`src/rtl/uart_echo_responder.sv`:
```
// uart_echo_responder: FIFO-buffered byte echo peer for the uart byte interface.
// Define UART_ECHO_UPCASE_EN to return 'a'..'z' as uppercase (converted on FIFO write).
module uart_echo_responder #(
  parameter int DEPTH_LOG2 = 3,
  parameter int GUARD = 4
) (
  input  logic                  clk32,
  input  logic                  reset_,
  input  logic [7:0]            rxdata,
  input  logic                  rx_enable,
  input  logic                  tx_ready,
  output logic [7:0]            txdata,
  output logic                  tx_enable,
  output logic [DEPTH_LOG2:0]   fifo_count,
  output logic                  overflow
);
  localparam int DEPTH = 1 << DEPTH_LOG2;
  typedef enum logic [1:0] {IDLE, SEND, WAIT_BUSY, WAIT_DONE} state_t;
  state_t                state_q;
  logic [7:0]            mem_q [DEPTH];
  logic [DEPTH_LOG2-1:0] wr_ptr_q, rd_ptr_q;
  logic [DEPTH_LOG2:0]   count_q;
  logic [3:0]            guard_q;
  logic [7:0]            txdata_q, wdata;
  logic                  tx_enable_q, overflow_q, push, pop, full;

  assign full = count_q == (DEPTH_LOG2+1)'(DEPTH);
  assign pop  = state_q == IDLE && count_q != '0 && tx_ready;
  assign push = rx_enable && (!full || pop);
`ifdef UART_ECHO_UPCASE_EN
  assign wdata = (rxdata >= 8'h61 && rxdata <= 8'h7a) ? (rxdata & 8'hdf) : rxdata;
`else
  assign wdata = rxdata;
`endif

  assign txdata     = txdata_q;
  assign tx_enable  = tx_enable_q;
  assign fifo_count = count_q;
  assign overflow   = overflow_q;

  always_ff @(posedge clk32)
    if (push) mem_q[wr_ptr_q] <= wdata;

  // A push at full only lands because the same-edge pop reads the old head first.
  always_ff @(posedge clk32 or negedge reset_)
    if (!reset_) begin
      state_q     <= IDLE;
      wr_ptr_q    <= '0;
      rd_ptr_q    <= '0;
      count_q     <= '0;
      guard_q     <= '0;
      txdata_q    <= 8'h00;
      tx_enable_q <= 1'b0;
      overflow_q  <= 1'b0;
    end else begin
      if (push) wr_ptr_q <= wr_ptr_q + 1'b1;
      if (pop) rd_ptr_q <= rd_ptr_q + 1'b1;
      count_q <= count_q + (DEPTH_LOG2+1)'(push) - (DEPTH_LOG2+1)'(pop);
      if (rx_enable && !push) overflow_q <= 1'b1;
      tx_enable_q <= pop;
      if (pop) txdata_q <= mem_q[rd_ptr_q];
      case (state_q)
        IDLE: if (pop) state_q <= SEND;
        SEND: begin
          state_q <= WAIT_BUSY;
          guard_q <= '0;
        end
        WAIT_BUSY:
          if (!tx_ready) state_q <= WAIT_DONE;
          else if (guard_q == 4'(GUARD - 1)) state_q <= IDLE;
          else guard_q <= guard_q + 1'b1;
        default: if (tx_ready) state_q <= IDLE;
      endcase
    end
endmodule

```
`config.mk`:
```
export PLATFORM = sky130hd
export DESIGN_NAME = uart_echo_responder
export DESIGN_NICKNAME = d
export VERILOG_FILES = /design/src/rtl/uart_echo_responder.sv
export SDC_FILE = /design/constraint.sdc
export NUM_CORES = 1
export LEC_CHECK = 0
export CAP_MARGIN = 40
export CELL_PAD_IN_SITES_DETAIL_PLACEMENT = 1
export CELL_PAD_IN_SITES_GLOBAL_PLACEMENT = 1
export CORE_ASPECT_RATIO = 0.8
export CORE_MARGIN = 2
export CORE_UTILIZATION = 55
export CTS_BUF_LIST = sky130_fd_sc_hd__clkbuf_4 sky130_fd_sc_hd__clkbuf_8
export CTS_CLUSTER_DIAMETER = 40
export CTS_CLUSTER_SIZE = 10
export DETAILED_ROUTE_END_ITERATION = 10
export MAX_ROUTING_LAYER = met4
export PLACE_DENSITY = 0.85
export SYNTH_ARGS = -nofsm -noshare
export SYNTH_HDL_FRONTEND = slang
export SYNTH_SLANG_ARGS = --single-unit
```
`constraint.sdc`:
```
create_clock -name clk32 -period 3.81 [get_ports clk32]
set_input_delay 0.762 -clock clk32 [delete_from_list [all_inputs] [get_ports clk32]]
set_output_delay 0.762 -clock clk32 [all_outputs]
set_load 0.005 [all_outputs]
```
==> run metrics <==
WL final 7.75 mm; crit-path cells clkdlybuf4s50_1 > nand2_1 > o211ai_2 > nand2_1 > o21ai_0 > ha_1 > inv_1 > fa_1 > xnor2_1; via count 2182; Post-DRT Antenna Nets 0; setup slack, reg-to-reg 1.38 ns; clock sink count 90; sequential share of the synthesized area 0.679; Worst setup SP type input pin; cts-stage hold buffer count 0; gpl congestion 0.782; Hold Path Stages 1; CP Max Fanout 5; Slew @ Worst Pin 0.765 ns; post-route minimum period 2.61 ns; largest net degree at the start of global routing 35; Final period util 0.686; # rows 27; drt drc 0; area post-placement 0.00414 mm^2; vias in the first global route 2331; min-delay worst type reg2reg; worst setup margin 1.20 ns; maxcap violations 0; post-synth cell types 36; Clock Power Share 0.197; Post-CTS Setup Bufs 0; Synth area leader edfxtp_1; Iter 0 DRT Violations 97; initial antenna violation count 0; Post-Syn Area per Cell 14.8 um^2; Worst Path Class, Setup in2reg; delay-heaviest family, CP buffers and inverters; combinational share of power 0.362; Final HPWL DP 5.31 mm; Syn Inst Count 257; worst IR drop on VDD 0.388 mV; pre-CTS setup slack 0.833 ns; Switching Fraction 0.344; diode count 0; Core Box Area 0.00679 mm^2; Critical-path top delay cell clkdlybuf4s50_1; share of the synthesized area in the top cell type 0.507; Worst Path Buf+Inv 2; Critical Path Sink Type flop; Worst Skew 0.00812 ns; CP peak stage delay 0.55 ns; Fin. Hold Viols 0; H-tree lvl count 3; drt wl/cell 20.3 um; first drt pass iteration count 4; status completed; setup violators final 0; CTS tree done; final global-route overflow total 0; power per cell area 747 mW/mm^2; Layout fillers 650; WHS 0.518 ns; Fmax 0.383 GHz; max_slew headroom 0.488; final setup TNS 0 ns; port bufs 25; CP dominant cell by count nand2_1; max layer used met4; sequential power share 0.441; GRT Total Usage 0.228; Worst EP required 4.06 ns; Syn Std Cell Area 0.00379 mm^2; chip width 96.8 um; die height 78.3 um; Reg clk slew, reported paths 0.09 ns; first-pass GRT wire length 12.6 mm; Lkg Pwr 1.69 nW; Hold Crit Endpoint overflow$_DFFE_PN0P_; Root Driver clkbuf_8; Starting Density 0.558; Max Slew Vio Count 0; post_cts resized 0; internal power 0.00212 W; Final Cell Area 0.00433 mm^2; RSZ-0062 raised after global routing false; Mapped Nets 282; fin util 0.638; WL met1 3.40 mm; flops & latches, synth 90; Layout area overhead 14.3%; Data arrival, critical path 2.86 ns; Top-Level Pins 26; Reg-to-Reg Start state_q[1]$_DFFE_PN0P_; Max clock buf depth 2; layout cells sized above 1 0.0952; Die ar. 0.00758 mm^2; met3 wire len 419 um; worst r2r path cells 10; HP Start overflow$_DFFE_PN0P_; Final #Nets 314; top post-synthesis cells by area edfxtp_1, dfrtp_1, mux2i_1; Yosys warnings 0; met2 wire length 3.85 mm; FF-to-FF End fifo_count[2]$_DFF_PN0_; clk_lat worst skew 0.36 ns; Switch Pwr 0.00111 W; number of buffers created by CTS 9; vias per std cell 5.73
[cells in the final DEF, fill, tap and decap left out, types with 2 or more instances in the layout]
cell type	count
edfxtp_1	64
mux2i_1	32
dfrtp_1	26
clkdlybuf4s50_1	25
inv_1	17
a22oi_1	16
nor2_1	12
ha_1	12
nand3_1	11
o21ai_0	11
clkbuf_8	9
nand2_1	8
xnor2_1	5
nor2b_1	5
buf_4	5
xor2_1	4
mux2_2	3
a21oi_1	2
nor3_1	2
a22o_1	2
o32ai_1	2
clkinv_2	2
[Yosys cell counts]
master,instances
edfxtp_1,64
mux2i_1,32
dfrtp_1,26
inv_1,17
a22oi_1,16
ha_1,12
nor2_1,12
nand3_1,11
o21ai_0,11
nand2_1,8
nor2b_1,5
xnor2_1,5
xor2_1,4
buf_2,3
buf_4,3
mux2_2,3
a21oi_1,2
a22o_1,2
clkbuf_1,2
nor3_1,2
o32ai_1,2
a211oi_1,1
a21o_1,1
and2_1,1
and2_2,1
and2_4,1
buf_1,1
fa_1,1
nand2b_1,1
nand3b_1,1
nand4_1,1
o211ai_2,1
o21bai_1,1
o41ai_2,1
or3_1,1
or3b_4,1
[cell families after synthesis]
family,Yosys count,share of synthesized area
flip-flops,90,0.679
AND/OR/NAND/NOR,46,0.0611
AO/OA/AOI/OAI,38,0.0716
multiplexers,35,0.0934
buffers and inverters,26,0.0297
adder cells (fa/ha/maj),13,0.0449
XOR/XNOR,9,0.0208
[final cells by class]
class | instances | area (um^2) | area share
Inverter | 17 | 63.8 | 0.0147
Clock inverter | 7 | 68.8 | 0.0159
Multi-Input combinational cell | 141 | 1110 | 0.255
Tap cell | 87 | 109 | 0.0251
Timing Repair Buffer | 30 | 288 | 0.0664
Clock buffer | 9 | 124 | 0.0286
Sequential cell | 90 | 2570 | 0.594
[power by group through the flow]
| stage | registers (W) | logic, W | clock network [W] |
|---|---|---|---|
| after floorplan | 0.00142 | 0.000772 | 0 |
| after global placement | 0.00143 | 0.00111 | 0 |
| after detailed placement | 0.00145 | 0.00117 | 0 |
| after CTS | 0.00143 | 0.00119 | 0.000648 |
| after global routing | 0.00146 | 0.00130 | 0.000691 |
| final | 0.00143 | 0.00117 | 0.000636 |
[stage by stage]
stage               power [W]  instances
floorplan             0.00219        257
global placement      0.00255        365
detailed placement    0.00262        365
CTS                   0.00327        381
global route          0.00345        381
finish                0.00323        381
[how the worst max path moves through the flow]
stage | from | to | slack, ns | depth (start not counted)
finish | tx_ready | fifo_count[2]$_DFF_PN0_ | 1.20 | 9
global route | tx_ready | fifo_count[2]$_DFF_PN0_ | 1.08 | 9
CTS | tx_ready | fifo_count[2]$_DFF_PN0_ | 1.20 | 9
detailed placement | tx_ready | fifo_count[2]$_DFF_PN0_ | 0.83 | 9
global placement | tx_ready | fifo_count[1]$_DFF_PN0_ | 0.97 | 9
floorplan | tx_ready | fifo_count[2]$_DFF_PN0_ | 1.56 | 9
[flip-flops by register name, indices dropped and copies added (netlist names)]
register    cells
wr_ptr_q        3
txdata          8
mem_q          64
guard_q         4
rd_ptr_q        3
tx_enable       1
overflow        1
state_q         2
fifo_count      4
[routing by layer]
layer | up-vias | track usage
met3 | 13 | 0.0659
met5 | - | -
met1 | 1111 | 0.298
met4 | 0 | 0.0606
met2 | 45 | 0.356
li1 | 1013 | -
Note: power is estimated with default switching activity, not from simulation.
